`config.mk`:
```
export PLATFORM = sky130hd
export DESIGN_NAME = cordic_rotation_core_flat
export DESIGN_NICKNAME = d
export VERILOG_FILES = /design/src/rtl/cordic_if.sv /design/src/rtl/cordic_rotation_core.sv /design/src/flat_wrapper.sv
export SDC_FILE = /design/constraint.sdc
export NUM_CORES = 1
export LEC_CHECK = 0
export BUFFER_PORTS_ARGS = -buffer_cell sky130_fd_sc_hd__buf_2
export CORE_ASPECT_RATIO = 0.7
export CORE_MARGIN = 2
export CORE_UTILIZATION = 45
export CTS_CLUSTER_SIZE = 8
export DETAILED_ROUTE_END_ITERATION = 16
export PLACE_DENSITY = 0.65
export SETUP_SLACK_MARGIN = 0.1
export SYNTH_ARGS = -nofsm -noshare
export SYNTH_HDL_FRONTEND = slang
export SYNTH_SLANG_ARGS = --single-unit
```
`constraint.sdc`:
```
create_clock -name clk -period 12.9 [get_ports clk]
set_input_delay 1.935 -clock clk [delete_from_list [all_inputs] [get_ports clk]]
set_output_delay 1.935 -clock clk [all_outputs]
set_load 0.1 [all_outputs]
```
`src/rtl/cordic_if.sv`:
```
// cordic_if: operation/result handshake bundle for the CORDIC rotation core
interface cordic_if;
  logic               in_valid;
  logic               in_ready;
  logic signed [15:0] z_in;
  logic signed [15:0] x_in;
  logic signed [15:0] y_in;
  logic               flip_x_in;
  logic               flip_y_in;
  logic               out_valid;
  logic               out_ready;
  logic signed [15:0] cos_out;
  logic signed [15:0] sin_out;
  logic               busy;
  modport master (
    output in_valid, z_in, x_in, y_in, flip_x_in, flip_y_in, out_ready,
    input  in_ready, out_valid, cos_out, sin_out, busy
  );
  modport slave (
    input  in_valid, z_in, x_in, y_in, flip_x_in, flip_y_in, out_ready,
    output in_ready, out_valid, cos_out, sin_out, busy
  );
endinterface

```
`src/rtl/cordic_rotation_core.sv`:
```
// cordic_rotation_core: iterative rotation-mode CORDIC, one micro-rotation per cycle
module cordic_rotation_core #(
  parameter int ITERATIONS = 16
) (
  input logic     clk,
  input logic     rst,
  cordic_if.slave bus
);
  typedef enum logic [1:0] {IDLE, ITERATE, DONE} state_t;
  localparam logic signed [15:0] ATAN [16] = '{
    16'sd12868, 16'sd7596, 16'sd4014, 16'sd2037, 16'sd1023, 16'sd512, 16'sd256, 16'sd128,
    16'sd64, 16'sd32, 16'sd16, 16'sd8, 16'sd4, 16'sd2, 16'sd1, 16'sd1
  };
  state_t             state;
  logic [3:0]         i;
  logic signed [17:0] x, y, xs, ys, x_n, y_n;
  logic signed [15:0] z, z_n;
  logic               fx, fy;
  function automatic logic signed [15:0] form(input logic signed [17:0] v, input logic f);
    logic signed [15:0] s;
    s = v > 18'sd32767 ? 16'sd32767 : v < -18'sd32768 ? -16'sd32768 : v[15:0];
    return f ? (s == -16'sd32768 ? 16'sd32767 : -s) : s;
  endfunction
  always_comb begin
    xs  = x >>> i;
    ys  = y >>> i;
    x_n = z[15] ? x + ys : x - ys;
    y_n = z[15] ? y - xs : y + xs;
    z_n = z[15] ? z + ATAN[i] : z - ATAN[i];
  end
  assign bus.in_ready = state == IDLE;
  always_ff @(posedge clk) begin
    if (rst) begin
      state         <= IDLE;
      i             <= '0;
      x             <= '0;
      y             <= '0;
      z             <= '0;
      fx            <= 1'b0;
      fy            <= 1'b0;
      bus.out_valid <= 1'b0;
      bus.busy      <= 1'b0;
      bus.cos_out   <= '0;
      bus.sin_out   <= '0;
    end else begin
      case (state)
        IDLE: if (bus.in_valid) begin
          x        <= {{2{bus.x_in[15]}}, bus.x_in};
          y        <= {{2{bus.y_in[15]}}, bus.y_in};
          z        <= bus.z_in;
          fx       <= bus.flip_x_in;
          fy       <= bus.flip_y_in;
          i        <= '0;
          bus.busy <= 1'b1;
          state    <= ITERATE;
        end
        ITERATE: begin
          x <= x_n;
          y <= y_n;
          z <= z_n;
          i <= i + 4'd1;
          if (i == 4'(ITERATIONS - 1)) begin
            state         <= DONE;
            bus.busy      <= 1'b0;
            bus.out_valid <= 1'b1;
            bus.cos_out   <= form(x_n, fx);
            bus.sin_out   <= form(y_n, fy);
          end
        end
        DONE: if (bus.out_ready) begin
          state         <= IDLE;
          bus.out_valid <= 1'b0;
        end
        default: state <= IDLE;
      endcase
    end
  end
endmodule

```
`src/flat_wrapper.sv`:
```
// flat-port wrapper written by rule: the top's interface ports become plain ports
module cordic_rotation_core_flat 
#(
  parameter int ITERATIONS = 16
)
  (clk, rst, bus_in_valid, bus_z_in, bus_x_in, bus_y_in, bus_flip_x_in, bus_flip_y_in, bus_out_ready, bus_in_ready, bus_out_valid, bus_cos_out, bus_sin_out, bus_busy);
  cordic_if bus_i ();
  input logic clk;
  input logic rst;
  input wire logic [$bits(bus_i.in_valid)-1:0] bus_in_valid;
  input wire logic [$bits(bus_i.z_in)-1:0] bus_z_in;
  input wire logic [$bits(bus_i.x_in)-1:0] bus_x_in;
  input wire logic [$bits(bus_i.y_in)-1:0] bus_y_in;
  input wire logic [$bits(bus_i.flip_x_in)-1:0] bus_flip_x_in;
  input wire logic [$bits(bus_i.flip_y_in)-1:0] bus_flip_y_in;
  input wire logic [$bits(bus_i.out_ready)-1:0] bus_out_ready;
  output wire logic [$bits(bus_i.in_ready)-1:0] bus_in_ready;
  output wire logic [$bits(bus_i.out_valid)-1:0] bus_out_valid;
  output wire logic [$bits(bus_i.cos_out)-1:0] bus_cos_out;
  output wire logic [$bits(bus_i.sin_out)-1:0] bus_sin_out;
  output wire logic [$bits(bus_i.busy)-1:0] bus_busy;
  assign bus_i.in_valid = bus_in_valid;
  assign bus_i.z_in = bus_z_in;
  assign bus_i.x_in = bus_x_in;
  assign bus_i.y_in = bus_y_in;
  assign bus_i.flip_x_in = bus_flip_x_in;
  assign bus_i.flip_y_in = bus_flip_y_in;
  assign bus_i.out_ready = bus_out_ready;
  assign bus_in_ready = bus_i.in_ready;
  assign bus_out_valid = bus_i.out_valid;
  assign bus_cos_out = bus_i.cos_out;
  assign bus_sin_out = bus_i.sin_out;
  assign bus_busy = bus_i.busy;
  cordic_rotation_core #(.ITERATIONS(ITERATIONS)) u_core (.clk(clk), .rst(rst), .bus(bus_i));
endmodule
```
==> impl_metrics.ini, run 1 <==
[global_routing]
grt_pass1_wl_mm = 57.1
grt_pass1_vias = 10100
grt_antenna_before_repair = 0
grt_max_degree = 92
grt_use_total_pct = 28.8
grt-ovfl-total = 0

[detailed_routing]
via_per_inst = 6.30
drc = 0
num_vias = 11100
detail_route.wl_per_cell_um = 20.6
drt_iter0_markers = 1189
wirelength_mm = 36.4
firstDrtPassIters = 6
drtAntennaViolNets = 0

[worst_setup_path]
crit_slowest_cell = a2111oi_0
crit_fanout = 52
path_class = reg -> reg
worst_r2r_path_depth = 23
worstPathArrival_ns = 7.98
critPathTopFamily = compound AO/OA/AOI/OAI gates
required_ns = 13.22
worst_setup_path_end_kind = register
critPathBufInv = 2
path_cells = buf_4 -> mux4_2 -> mux2_2 -> mux2_2 -> inv_1 -> ha_1 -> mux2_2 -> ha_1 -> a211oi_1 -> o21ai_0 -> a2111oi_0 -> nor3_1 -> a41oi_1 -> o21ai_0 -> xnor2_2 -> nand2_1 -> a21oi_1 -> ha_1 -> nand2_1 -> o2bb2ai_1 -> a41oi_2 -> o21ai_1 -> o221a_2
cp-start-kind = register
slowest_delay_ns = 0.69
cp_num_cells = 23

[timing]
rsz0062_at_grt = false
max_freq_ghz = 0.131
finalCritPeriodShare_pct = 59.3
fin_skew_ns = 0.0140
finalHoldViolCount = 0
maxSlewViolCount = 0
finalSetupTns_ns = 0
setup_violations = 0
worst_pin_slew_ns = 1.08
finalCriticalPeriod_ns = 7.66
relSlewSlack_pct = 27.7

[placement]
place_hpwl_mm = 26.6
port_buffers = 88
place.gp.congestion = 0.943

[yosys]
ys_top_cells_by_area = dfxtp_1, ha_1, nor2_1
avgSynthCellArea_um2 = 7.46
synthCells = 1427
syn-num-nets = 1547
yosysSeqAreaShare_pct = 17.7
ys_async_sr_fraction_pct = 0
yosysUniqueCellTypes = 86
netlist_area_um2 = 10600
yosys.area.top_type_share_pct = 17.7
synth_edf_count = 0
yosys.area.top_type = dfxtp_1
synth_seq_cells = 94
synth_flop_cell = dfxtp_1
yosysWarnings = 0

[clocking]
cts_tree = built
post-cts-setup-buffers = 0
clk_pin_slew_ns = 0.07
numCtsBuffers = 9
clkLatencyLatePin_ns = 0.38
htree_levels = 3
clockBufferDepth = 2
cts_sinks = 94
root_buffer = clkbuf_16
cts.repair.resized = 0
cts_hold_buf = 0

[floorplanning]
dieArea_um2 = 24900
rows = 47
core_um2 = 23500
start_util_pct = 45.4
io_pins = 89
fp.dieH_um = 133
dieWidth_um = 188

[worst_hold_path]
hold_depth = 1
hp-class = reg -> reg

[layout]
antenna_cells = 0
drive_above_1_share_pct = 13.9
fin_util_pct = 48.9
nets = 1567
syn2layout_area_growth_pct = 7.80

[pwr]
p_leak_nw = 4.57
ir_worst_vdd_uv = 134
power_density_nw_per_um2 = 229

[job]
maxCapViolations = 0

[status]
status = finished, final reports clean
==> worst paths after layout <==
| check | slack, ns | startpoint | to |
|---|---|---|---|
| worst max register to register | 5.24 | u_core.i[1] | u_core.bus.cos_out[14] |
| worst min-delay path | 0.47 | u_core.bus.busy | u_core.bus.busy |
| worst max-delay path | 5.24 | u_core.i[1] | u_core.bus.cos_out[14] |
| worst min register to register | 0.47 | u_core.bus.busy | u_core.bus.busy |
==> registers in the layout (all words and copies together), names as in the netlist <==
| signal | count |
|---|---|
| u_core.bus.busy | 1 |
| u_core.bus.out_valid | 1 |
| u_core.z | 16 |
| u_core.i | 4 |
| u_core.y | 18 |
| u_core.fx | 1 |
| u_core.state | 2 |
| u_core.fy | 1 |
| u_core.x | 18 |
| u_core.bus.cos_out | 16 |
| u_core.bus.sin_out | 16 |
==> layer usage <==
metal / track usage, % / vias to the layer above / wire, um
met5: 2.50 / - / 82
met4: 5.42 / 2 / 357
met3: 7.93 / 33 / 3790
met2: 40.7 / 544 / 14700
met1: 43.2 / 5297 / 17500
li1: - / 5267 / -
==> layout by cell type (no fill, tap or decap), drive strengths merged, types with 32 or more instances in the layout <==
master  synthesis  final
nor2          210    210
nand2         122    122
a21oi         119    119
buf            29    106
dfxtp          94     94
o21ai          68     68
ha             63     63
nor3           60     60
xnor2          54     54
inv            43     45
a211oi         38     38
xor2           37     37
mux4           32     32
==> power breakdown <==
| part | total [mW] | switching (mW) | internal [mW] |
|---|---|---|---|
| Sequential | 0.413 | 0.0889 | 0.324 |
| Combinational | 1.93 | 1.23 | 0.696 |
| Clock | 0.289 | 0.138 | 0.152 |
| Total | 2.63 | 1.46 | 1.17 |
==> area by class of cell <==
class                           instances  area (um2)
Fill cell                            2348       12000
Multi-Input combinational cell       1192        8160
Sequential cell                        94        1890
Timing Repair Buffer                  106         576
Tap cell                              318         398
Clock buffer                           10         229
Inverter                               44         165
Clock inverter                          6        67.6
==> cells in the mapped netlist, types with 23 or more instances <==
cell type,number
a211oi_1,37
a21o_1,24
a21oi_1,117
a22oi_1,24
a311oi_1,23
clkbuf_1,68
dfxtp_1,94
ha_1,63
inv_1,43
mux4_2,32
nand2_1,122
nand3_1,28
nor2_1,209
nor3_1,59
o21a_1,23
o21ai_0,66
xnor2_1,52
xor2_1,37
==> worst reg2reg max path: cells and delay by family (launching register included) <==
kind	cells	cell delay, ns
and+or+nand+nor	3	0.69
muxes	4	1.51
xor gates and xnor gates	1	0.46
AOI/OAI and AO/OA	10	3.12
DFF	1	0.31
adders and majority gates	3	0.92
buffers and inverters	2	0.59
==> cells by family (layout without fill, tap and decap cells) <==
family	Yosys count	count (layout)	synth area share (%)
buf+inv	141	166	5.77
flops	94	94	17.7
xor+xnor	91	91	7.63
mux	65	65	10.1
fa+ha+maj	66	66	7.97
simple gates	533	533	23.2
compound gates	437	437	27.7
==> through the flow <==
stage | setup WS, ns | hold slack (ns) | instances | power, mW | area [um2]
after floorplan | 6.36 | 0.454 | 1427 | 1.82 | 10600
after global routing | 4.56 | 0.489 | 1770 | 2.82 | 11500
after CTS | 5.34 | 0.467 | 1770 | 2.57 | 11500
after detailed placement | 5.43 | 0.450 | 1754 | 2.27 | 11200
after global placement | 5.55 | 0.454 | 1754 | 2.27 | 11200
final | 5.24 | 0.470 | 1770 | 2.63 | 11500
(Power assumes the default switching activity.)
==> run 2, diff against run 1 <==
- ABC_AREA: not set -> 1
- PLACE_DENSITY: 0.65 -> 0.68
- clock period: 12.9 -> 6.7 ns (I/O delays scaled with it)
==> impl_metrics.ini, run 2 <==
[status]
status = finished, final reports clean

[placement]
place_hpwl_mm = 25.8
place.gp.congestion = 0.968
port_buffers = 88

[timing]
maxSlewViolCount = 0
rsz0062_at_grt = true
finalCritPeriodShare_pct = 90.1
fin_skew_ns = 0.00705
finalHoldViolCount = 0
max_freq_ghz = 0.166
relSlewSlack_pct = 31.8
setup_violations = 0
finalCriticalPeriod_ns = 6.04
finalSetupTns_ns = 0
worst_pin_slew_ns = 1.02

[detailed_routing]
drtAntennaViolNets = 0
firstDrtPassIters = 8
detail_route.wl_per_cell_um = 17.1
via_per_inst = 5.58
drc = 0
wirelength_mm = 33.6
drt_iter0_markers = 1125
num_vias = 11000

[worst_hold_path]
min_from = u_core.z[5]
hold_depth = 2
hold_end = u_core.z[5]
hp-class = reg -> reg

[layout]
multi_input_area_um2 = 7150
final_cell_mix = nand2_1, nor2_1, nand3_1
nets = 1800
syn2layout_area_growth_pct = 9.49
drive_above_1_share_pct = 10.7
antenna_cells = 0
seqCellArea_um2 = 1890
reg.largest.list = u_core.x (18), u_core.y (18)
final_common_cell = nand2_1
fillers = 2259

[global_routing]
grt_pass1_vias = 9703
grt_max_degree = 77
grt_antenna_before_repair = 0
grt-ovfl-total = 0
grt_pass1_wl_mm = 53.0
grt_use_total_pct = 28.8

[yosys]
yosysSeqAreaShare_pct = 19.0
synthCells = 1633
synth_seq_cells = 94
ys_async_sr_fraction_pct = 0
yosysMostFrequentCell = nand2_1
netlist_area_um2 = 9890
synth_edf_count = 0
yosys.area.top_type = dfxtp_1
synth_common_cells = nand2_1, nor2_1, nand3_1
synth_flop_cell = dfxtp_1
yosys.area.top_type_share_pct = 19.0
ys_top_cells_by_area = dfxtp_1, nand2_1, ha_1
yosysUniqueCellTypes = 51
syn-num-nets = 1753
avgSynthCellArea_um2 = 6.06
yosysWarnings = 0

[floorplanning]
core_um2 = 21600
fp.dieH_um = 128
dieArea_um2 = 23200
dieWidth_um = 181
rows = 45
io_pins = 89
start_util_pct = 45.7

[pwr]
power_frac_clock_pct = 12.8
power.share.switching_pct = 55.5
total_power_mw = 4.11
p_leak_nw = 5.39
power_density_nw_per_um2 = 380
power_frac_comb_pct = 70.5
ir_worst_vdd_uv = 356
p_int_mw = 1.83
seq_power_share_pct = 16.8
power_switching_mw = 2.28

[clocking]
root_buffer = clkbuf_16
clkLatencyLatePin_ns = 0.37
htree_levels = 3
cts_hold_buf = 0
cts_tree = built
numCtsBuffers = 9
clockBufferDepth = 2
cts_sinks = 94
clk_pin_slew_ns = 0.08

[worst_setup_path]
slowest_delay_ns = 0.50
reg2reg_to = u_core.bus.sin_out[15]
crit_slowest_cell = dfxtp_2
path_class = reg -> reg
rrSetupSlack_ns = 0.66
critPathBufInv = 6
critPathTopFamily = simple AND/OR/NAND/NOR gates
required_ns = 6.92
crit_fanout = 21
worst_r2r_path_depth = 36
cp-start-kind = register
worstPathArrival_ns = 6.26
worst_setup_path_end_kind = register
rr_startpoint = u_core.i[1]

[job]
maxCapViolations = 0
-- run 2: timing repair --
| action | in CTS | in global routing |
|---|---|---|
| setup endpoints to repair | 0 | 32 |
| resized for setup | 0 | 12 |
| endpoints found under the hold margin | 0 | 0 |
| buffers inserted | 0 | 2 |
-- run 2: how the worst max path moves through the flow --
stage,from,end,slack (ns),depth (start not counted)
floorplan,u_core.i[0],u_core.bus.sin_out[15],1.45,38
global placement,u_core.i[1],u_core.bus.sin_out[15],0.39,36
detailed placement,u_core.i[1],u_core.bus.sin_out[15],0.37,37
CTS,u_core.i[1],u_core.bus.sin_out[15],0.31,37
global route,u_core.i[0],u_core.bus.sin_out[15],0.10,37
finish,u_core.i[1],u_core.bus.sin_out[15],0.66,36
-- run 2: metal layers --
layer	part of all wire, %	global-route usage [%]
met5	0	0
met4	1.0	4.35
met3	9.1	5.54
met2	39	39.5
met1	51	46.2
-- run 2: cell families (layout without fill, tap and decap cells) --
family                   Yosys count  in the layout  synth area share, %
flip-flops                        94             94                 19.0
buffers and inverters            211            263                 8.98
XOR/XNOR                         101            101                 8.94
adder cells (fa/ha/maj)           66             66                 8.58
AO/OA/AOI/OAI                    328            328                 18.8
AND/OR/NAND/NOR                  833            833                 35.6
-- run 2: through the flow --
stage | hold slack [ns] | cells | worst slack [ns] | area, um2 | utilization, %
after floorplan | 0.450 | 1633 | 1.45 | 9890 | -
after global placement | 0.460 | 1949 | 0.386 | 10500 | 48.5
after detailed placement | 0.467 | 1949 | 0.367 | 10500 | 48.5
after CTS | 0.479 | 1965 | 0.308 | 10800 | 49.8
after global routing | 0.499 | 1967 | 0.103 | 10800 | 50.1
final | 0.475 | 1967 | 0.661 | 10800 | 50.1
-- run 2: worst register-to-register path, delay by kind of cell (launching register included) --
| family | cells | cell delay, ns |
|---|---|---|
| DFF | 1 | 0.50 |
| AOI/OAI and AO/OA | 6 | 1.14 |
| and+or+nand+nor | 20 | 2.74 |
| xor gates and xnor gates | 1 | 0.13 |
| adders and majority gates | 3 | 0.74 |
| buffers and inverters | 6 | 0.63 |
-- run 2: cell type report --
| type | count | share of cell area, % |
|---|---|---|
| timing repair buffer | 110 | 5.78 |
| clock inverter | 6 | 0.497 |
| inverter | 137 | 4.85 |
| sequential | 94 | 17.4 |
| multi-input combinational | 1328 | 66.1 |
| clock buffer | 10 | 2.11 |
| tap | 282 | 3.26 |
-- run 2: power by group through the flow --
stage,sequential [mW],combinational (mW),clock (mW)
final,0.689,2.90,0.526
after global routing,0.695,3.23,0.554
after CTS,0.686,2.83,0.531
after detailed placement,0.699,2.81,0
after global placement,0.697,2.81,0
after floorplan,0.660,2.21,0
